**src/rtl/cp0_ctrl.sv**
```systemverilog
// CP0 coprocessor control: SR/Cause/EPC/PRId registers, interrupt and
// exception request generation, and mtc0/mfc0/eret handling.
module cp0_ctrl (
   input  logic        clk,
   input  logic        reset,
   input  logic        en,
   input  logic [4:0]  CP0_addr,
   input  logic [31:0] CP0_in,
   input  logic [31:0] VPC,
   input  logic        BDIn,
   input  logic [4:0]  ExcCodeIn,
   input  logic [5:0]  HWInt,
   input  logic        EXLClr,
   output logic [31:0] CP0_out,
   output logic [31:0] EPC_out,
   output logic        Req
);

   localparam logic [4:0]  ADDR_SR    = 5'd12;
   localparam logic [4:0]  ADDR_CAUSE = 5'd13;
   localparam logic [4:0]  ADDR_EPC   = 5'd14;
   localparam logic [4:0]  ADDR_PRID  = 5'd15;
   localparam logic [31:0] PRID_VAL   = 32'h2023_0001;

   // SR fields
   logic [5:0]  im_q, im_d;
   logic        exl_q, exl_d;
   logic        ie_q, ie_d;
   // Cause fields
   logic        bd_q, bd_d;
   logic [5:0]  ip_q, ip_d;
   logic [4:0]  exc_q, exc_d;
   // EPC
   logic [31:0] epc_q, epc_d;

   logic        int_req, exc_req;

   // Request generation; EXL masks everything so exceptions never nest.
   always_comb begin
      int_req = (|(HWInt & im_q)) & ie_q & ~exl_q;
      exc_req = (ExcCodeIn != 5'd0) & ~exl_q;
      Req     = (int_req | exc_req) & ~reset;
   end

   // Next-state: exception entry beats eret, which beats mtc0 for the EXL bit.
   always_comb begin
      im_d  = im_q;
      exl_d = exl_q;
      ie_d  = ie_q;
      bd_d  = bd_q;
      ip_d  = HWInt;
      exc_d = exc_q;
      epc_d = epc_q;
      if (Req) begin
         exl_d = 1'b1;
         bd_d  = BDIn;
         exc_d = int_req ? 5'd0 : ExcCodeIn;
         epc_d = {VPC[31:2], 2'b00} - (BDIn ? 32'd4 : 32'd0);
      end else begin
         if (en && CP0_addr == ADDR_SR) begin
            im_d  = CP0_in[15:10];
            exl_d = CP0_in[1];
            ie_d  = CP0_in[0];
         end
         if (en && CP0_addr == ADDR_EPC)
            epc_d = CP0_in;
         if (EXLClr)
            exl_d = 1'b0;
      end
   end

   // State registers with synchronous reset.
   always_ff @(posedge clk) begin
      if (reset) begin
         im_q  <= '0;
         exl_q <= 1'b0;
         ie_q  <= 1'b0;
         bd_q  <= 1'b0;
         ip_q  <= '0;
         exc_q <= '0;
         epc_q <= '0;
      end else begin
         im_q  <= im_d;
         exl_q <= exl_d;
         ie_q  <= ie_d;
         bd_q  <= bd_d;
         ip_q  <= ip_d;
         exc_q <= exc_d;
         epc_q <= epc_d;
      end
   end

   // mfc0 read mux; no bypass from the same-cycle write data.
   always_comb begin
      case (CP0_addr)
         ADDR_SR:    CP0_out = {16'b0, im_q, 8'b0, exl_q, ie_q};
         ADDR_CAUSE: CP0_out = {bd_q, 15'b0, ip_q, 3'b0, exc_q, 2'b00};
         ADDR_EPC:   CP0_out = epc_q;
         ADDR_PRID:  CP0_out = PRID_VAL;
         default:    CP0_out = 32'd0;
      endcase
   end

   assign EPC_out = epc_q;

   // Write-data bits with no destination field and the PC byte offset.
   logic unused_bits;
   assign unused_bits = ^{CP0_in[31:16], CP0_in[9:2], VPC[1:0]};

endmodule
```
**config.mk**
```make
export PLATFORM = sky130hd
export DESIGN_NAME = cp0_ctrl
export DESIGN_NICKNAME = d
export VERILOG_FILES = /design/src/rtl/cp0_ctrl.sv
export SDC_FILE = /design/constraint.sdc
export NUM_CORES = 1
export LEC_CHECK = 0
export BUFFER_PORTS_ARGS = -buffer_cell sky130_fd_sc_hd__buf_4
export CAP_MARGIN = 20
export CORE_MARGIN = 10
export CORE_UTILIZATION = 42
export CTS_CLUSTER_SIZE = 8
export DETAILED_ROUTE_END_ITERATION = 10
export HOLD_SLACK_MARGIN = 0.08
export PLACE_DENSITY = 0.75
export SETUP_SLACK_MARGIN = 0.1
export SLEW_MARGIN = 20
export SYNTH_ARGS = -nofsm -noshare
export SYNTH_HDL_FRONTEND = slang
export SYNTH_SLANG_ARGS = --single-unit
```
**constraint.sdc**
```tcl
create_clock -name clk -period 3.6 [get_ports clk]
set_input_delay 1.08 -clock clk [delete_from_list [all_inputs] [get_ports clk]]
set_output_delay 1.08 -clock clk [all_outputs]
set_load 0.01 [all_outputs]
```
==> impl_metrics.py, run 1 <==
metrics = {
    "synthesis": {
        "synth_area_um2": 3010,
        "synth_largest_area_cell": "dfxtp_1",
        "yosysWarnings": 0,
        "synthCells": 344,
        "synth_enable_flop_cells": 0,
        "yosys.area_share.adder_pct": 0.832,
        "synth-xor-area-share_pct": 7.28,
        "yosysTopAreaCellShare_pct": 34.6,
        "synth_simple_gate_area_share_pct": 24.2,
        "synth_top_family_by_area": "simple AND/OR/NAND/NOR gates",
        "async_reset_ff_share_pct": 0,
        "synth_compound_area_share_pct": 23.5,
        "synthDistinctLibCells": 48,
        "synth.cells.most_frequent": "dfxtp_1 (52), a211oi_1 (44), nor2b_1 (30), nor2_1 (24), clkbuf_1 (18)",
        "yosysSeqAreaShare_pct": 34.6,
        "synthTopCellsByArea": "dfxtp_1 (35%), a211oi_1 (11%), nor2b_1 (6.2%)",
        "synth.most_common_cell": "dfxtp_1",
        "synth_top_flop_cell": "dfxtp_1",
        "synthMuxAreaShare_pct": 4.99,
        "synth_fp_nets": 431,
        "ys_ff_latch": 52,
        "syn_area_per_cell_um2": 8.74,
    },
    "sta": {
        "period_share_pct": 95.8,
        "finClkSkew_ns": 0.0120,
        "relSlewSlack_pct": 66.3,
        "final_hold_viol_count": 0,
        "slew_viol_final": 0,
        "rsz0062_at_grt": "true",
        "hold_ws_ns": 0.487,
        "fmax_ghz": 0.290,
        "fin_tns_setup_ns": 0,
        "setup_viol": 0,
        "timing.final.crit_period_ns": 3.45,
        "setup_slack_ns": 0.152,
        "tightest_slew_ns": 0.502,
    },
    "critical_path": {
        "timing.rr.end": "EPC_out[6]",
        "rrSetupSlack_ns": 1.62,
        "r2r_cells": 7,
        "critPathCaptureType": "primary output",
        "criticalPathCategory": "in2out",
        "cpPeakStageDelay_ns": 0.31,
        "cp_slowest_cell": "a222oi_1",
        "critPathArrivalTime_ns": 2.37,
        "endpoint": "CP0_out[10]",
        "cpMostUsedCell": "buf_4",
        "crit_path_start_kind": "input port",
        "cp.required_ns": 2.52,
        "cp-startpoint": "CP0_addr[3]",
        "path_cells": "buf_4 > nor4bb_2 > buf_4 > and2_1 > buf_12 > a222oi_1 > inv_1 > buf_4",
        "r2r-start": "im_q[0]",
        "crit_fanout": 19,
    },
    "outcome": {
        "status": "completed",
    },
    "die": {
        "start_util_pct": 43.8,
        "die_w_um": 105,
        "io_pins": 150,
        "num_rows": 30,
        "core-area_um2": 6870,
        "fp.dieArea_um2": 10900,
        "die_h_um": 105,
    },
    "power": {
        "p_leak_nw": 2.05,
        "power_density_nw_per_um2": 312,
        "p_total_mw": 1.38,
        "peakVddDrop_mv": 0.140,
    },
    "final_layout": {
        "drive_above_1_share_pct": 37.7,
        "area.growth.synth_to_final_pct": 47.3,
        "diodes": 0,
        "multi_input_area_um2": 1850,
        "seqCellArea_um2": 1040,
        "nNetsFinal": 579,
        "n_fill_cell": 609,
    },
    "clock_tree": {
        "cts_tree": "done",
        "cts.sinks": 52,
        "clk_path_buf_depth": 2,
        "ctsHoldBuffers": 0,
        "numCtsBuffers": 5,
        "cts.root.buffer_cell": "clkbuf_8",
        "clk-insertion-delay-late_ns": 0.30,
        "htreeDepth": 2,
        "clk_pin_slew_ns": 0.10,
    },
    "route": {
        "vias": 3233,
        "ant_nets": 0,
        "drtPass1Iterations": 5,
        "drt-met1-wl_um": 4460,
        "dr_wl_met3_um": 796,
        "wl_per_cell_um": 18.3,
        "viasPerCell": 5.49,
        "drt_iter0_drc": 226,
        "wl_um": 10800,
        "drc": 0,
        "routed.top_layer": "met4",
        "route.met2.wl_um": 5470,
    },
    "place": {
        "io_buffer_count": 147,
        "gp_congestion": 0.874,
        "hpwl_um": 8680,
        "post-place-ws_ns": 0.130,
    },
    "global_route": {
        "grt_use_total_pct": 18.7,
        "antenna_found_initial": 0,
        "grt_overflow": 0,
        "grt_pass1_wl_um": 17200,
        "grt_pass1_vias": 3280,
        "grt_max_degree": 44,
    },
    "hold_path": {
        "hold_depth": 2,
        "min_path_type": "reg2reg",
    },
    "job": {
        "cap_violations": 0,
    },
}
-- stage by stage --
step | cell area [um2] | instances | util (%)
floorplan | 3010 | 344 | -
global placement | 4300 | 580 | 62.5
detailed placement | 4300 | 580 | 62.5
CTS | 4410 | 588 | 64.2
global route | 4430 | 589 | 64.5
finish | 4430 | 589 | 64.5
-- worst min path at each step --
stage,endpoint,slack [ns],startpoint
6_report,EPC_out[1],0.49,EPC_out[1]
5_1_grt,EPC_out[1],0.53,EPC_out[1]
4_1_cts,EPC_out[1],0.49,EPC_out[1]
3_5_place_dp,exc_q[0],0.47,exc_q[0]
3_3_place_gp,EPC_out[0],0.47,EPC_out[0]
2_1_floorplan,exc_q[4],0.44,exc_q[4]
-- registers in the layout (all words and copies together) (netlist names) --
register  flops
EPC_out      32
im_q          6
ip_q          6
exc_q         5
bd_q          1
exl_q         1
ie_q          1
-- where the power goes --
part           total, mW  switching (mW)  internal, mW
Sequential         0.649          0.0323         0.616
Combinational      0.317           0.146         0.171
Clock              0.417           0.207         0.210
-- critical path: cells and delay by family --
family / cells / cell delay, ns
buffers and inverters: 5 / 0.64
and+or+nand+nor: 2 / 0.34
AOI/OAI and AO/OA: 1 / 0.31
-- logic make-up after synthesis --
group | after synthesis
multiplexers | 15
flip-flops | 52
AO/OA/AOI/OAI | 89
AND/OR/NAND/NOR | 126
adder cells (fa/ha/maj) | 2
buffers and inverters | 35
XOR/XNOR | 25
-- what timing repair did --
action | 4_1_cts | 5_1_grt
buffers inserted | 0 | 1
endpoints found under the setup margin | 0 | 3
resized for setup | 0 | 3
-- per-layer routing --
metal	track usage (%)	vias up
met4	2.55	0
met2	32.9	130
met3	5.22	2
met5	0	-
met1	22.7	1520
li1	-	1581
-- layout by cell type (no fill, tap or decap), types with 3 or more instances in the layout --
cell type and n:
mux2i_1 15, a21o_1 4, xor2_1 14, a211oi_1 44
or4_1 6, nand3_1 5, o22ai_1 5, inv_1 9
a22o_1 14, nand2_1 15, nand4_1 3, and3_1 16
a222oi_1 6, nor2b_1 29, nor2_1 24, nor3_1 5
dfxtp_1 52, nor4_1 6, xnor2_1 11, buf_4 163
clkbuf_8 5
-- final cells by class --
class	count	area share (%)
repair buffers	166	28.6
inverters	10	0.848
multi-input cells	257	41.7
flip-flops and latches	52	23.5
clock buffers	5	1.55
clock inverters	3	1.05
well taps	96	2.71
No activity file was read; power rests on OpenSTA's default activity.
==> run 2, diff against run 1 <==
==> constraint.sdc (replaced) <==
create_clock -name clk -period 3.6 [get_ports clk]
set_input_delay 0.18 -clock clk [delete_from_list [all_inputs] [get_ports clk]]
set_output_delay 0.18 -clock clk [all_outputs]
set_load 0.01 [all_outputs]
==> run 2 against run 1 <==
Fmax increased by 23%. Clock-buffer cell count unchanged. Global-route usage shrank 1.1 points. Die area unchanged. Utilization fell by 1.8 points. Clock power grew 12%. Clock skew is 0.0031 ns lower. Via count shrank 5.1%. Register-to-register slack worse by 0.67 ns. Non-clock buffer count down 15. Sequential share of layout area increased by 0.66 points. Critical endpoint is now Req. Largest cell class unchanged.
==> impl_metrics.py, run 2 (synthesis gave the netlist of run 1 again) <==
metrics = {
    "critical_path": {
        "critPathTopFamily": "compound AO/OA/AOI/OAI gates",
        "crit_buf_inv": 2,
        "criticalPathCategory": "reg2out",
        "cpMostUsedCell": "nand2_1",
        "cp.required_ns": 3.42,
        "critPathArrivalTime_ns": 2.63,
        "critPathCaptureType": "primary output",
        "crit_fanout": 10,
        "cpPeakStageDelay_ns": 0.65,
        "cp_slowest_cell": "o31ai_1",
        "crit_path_start_kind": "register",
        "path_cells": "a22o_1 > o31ai_1 > nand2_1 > nand2_1 > clkinv_1 > buf_4",
    },
    "sta": {
        "hold_ws_ns": 0.0916,
        "tightest_slew_ns": 0.986,
        "period_share_pct": 78.2,
        "rsz0062_at_grt": "false",
        "fmax_ghz": 0.355,
        "slew_viol_final": 0,
        "finClkSkew_ns": 0.00891,
        "relSlewSlack_pct": 34.3,
        "final_hold_viol_count": 0,
        "setup_viol": 0,
        "fin_tns_setup_ns": 0,
        "setup_slack_ns": 0.786,
        "timing.final.crit_period_ns": 2.81,
    },
    "place": {
        "io_buffer_count": 147,
        "post-place-ws_ns": 0.932,
        "gp_congestion": 0.861,
        "dp.cells": 566,
        "hpwl_um": 8290,
    },
    "clock_tree": {
        "post_cts_buffers": 0,
        "ctsHoldBuffers": 0,
        "clk_pin_slew_ns": 0.09,
        "cts-resized-gates": 0,
        "numCtsBuffers": 5,
        "htreeDepth": 2,
        "cts_tree": "done",
        "clk_path_buf_depth": 2,
        "cts.root.buffer_cell": "clkbuf_8",
        "cts.sinks": 52,
        "clk-insertion-delay-late_ns": 0.30,
    },
    "final_layout": {
        "seqCellArea_um2": 1040,
        "n_fill_cell": 630,
        "largest_reg_flops": 32,
        "diodes": 0,
        "multi_input_area_um2": 1850,
        "fin_cells": 573,
        "drive_above_1_share_pct": 35.4,
        "nNetsFinal": 564,
        "final_cell_mix": "buf_4 (151), dfxtp_1 (52), a211oi_1 (44), nor2b_1 (30), nor2_1 (24)",
        "area.growth.synth_to_final_pct": 43.2,
        "final_common_cell": "buf_4",
    },
    "die": {
        "io_pins": 150,
        "fp.dieArea_um2": 10900,
        "die_w_um": 105,
        "num_rows": 30,
        "start_util_pct": 43.8,
        "die_h_um": 105,
        "core-area_um2": 6870,
    },
    "route": {
        "wl_per_cell_um": 18.4,
        "drt_iter0_drc": 151,
        "wl_um": 10500,
        "vias": 3068,
        "viasPerCell": 5.35,
        "ant_nets": 0,
        "drc": 0,
        "drtPass1Iterations": 4,
    },
    "power": {
        "p_total_mw": 1.42,
        "p_leak_nw": 1.99,
        "peakVddDrop_mv": 0.167,
        "power_density_nw_per_um2": 330,
    },
    "global_route": {
        "grtUsageMet3_pct": 5.22,
        "grt_max_degree": 56,
        "grt_overflow": 0,
        "busiest_layer": "met2",
        "grtUsageMet2_pct": 30.7,
        "antenna_found_initial": 0,
        "grt_pass1_wl_um": 16000,
        "grt_pass1_vias": 3068,
        "grt_use_total_pct": 17.7,
        "grt_util_met1_pct": 20.9,
    },
    "job": {
        "cap_violations": 0,
    },
    "hold_path": {
        "min_path_type": "in2reg",
    },
    "outcome": {
        "status": "completed",
    },
}
run 2: cell count changes in the layout (fill, tap and decap cells not counted), sizes merged:
| cell | delta |
|---|---|
| buf | -15 |
| bufinv | +1 |
| clkinvlp | -1 |
| inv | -1 |
run 2: per-stage QoR:
step	util, %	instance area (um2)
2_1_floorplan	-	3010
3_3_place_gp	60.8	4180
3_5_place_dp	60.8	4180
4_1_cts	62.7	4310
5_1_grt	62.7	4310
6_report	62.7	4310
run 2: final timing paths:
check,start,to,slack [ns],cells past startpoint
max,im_q[2],Req,0.79,6
min,ExcCodeIn[0],exc_q[0],0.09,2
max reg2reg,im_q[2],EPC_out[15],0.95,7
min reg2reg,EPC_out[1],EPC_out[1],0.49,2
run 2: layout make-up:
cell class / count / area share (%)
multi-input combinational: 257 / 42.9
timing repair buffer: 151 / 26.3
sequential: 52 / 24.2
tap: 96 / 2.79
clock buffer: 5 / 1.60
clock inverter: 2 / 1.39
inverter: 10 / 0.872
run 2: per-layer routing:
| metal | vias up | wire length (um) |
|---|---|---|
| met3 | 8 | 862 |
| met4 | 0 | 87 |
| met5 | - | 0 |
| met2 | 109 | 5230 |
| met1 | 1399 | 4340 |
| li1 | 1552 | - |
run 2: where the power goes:
part | switching (mW) | total [mW] | leakage (nW) | internal, mW
clock | 0.193 | 0.467 | 0.0642 | 0.274
combinational | 0.144 | 0.308 | 1.49 | 0.164
sequential | 0.0321 | 0.648 | 0.430 | 0.616
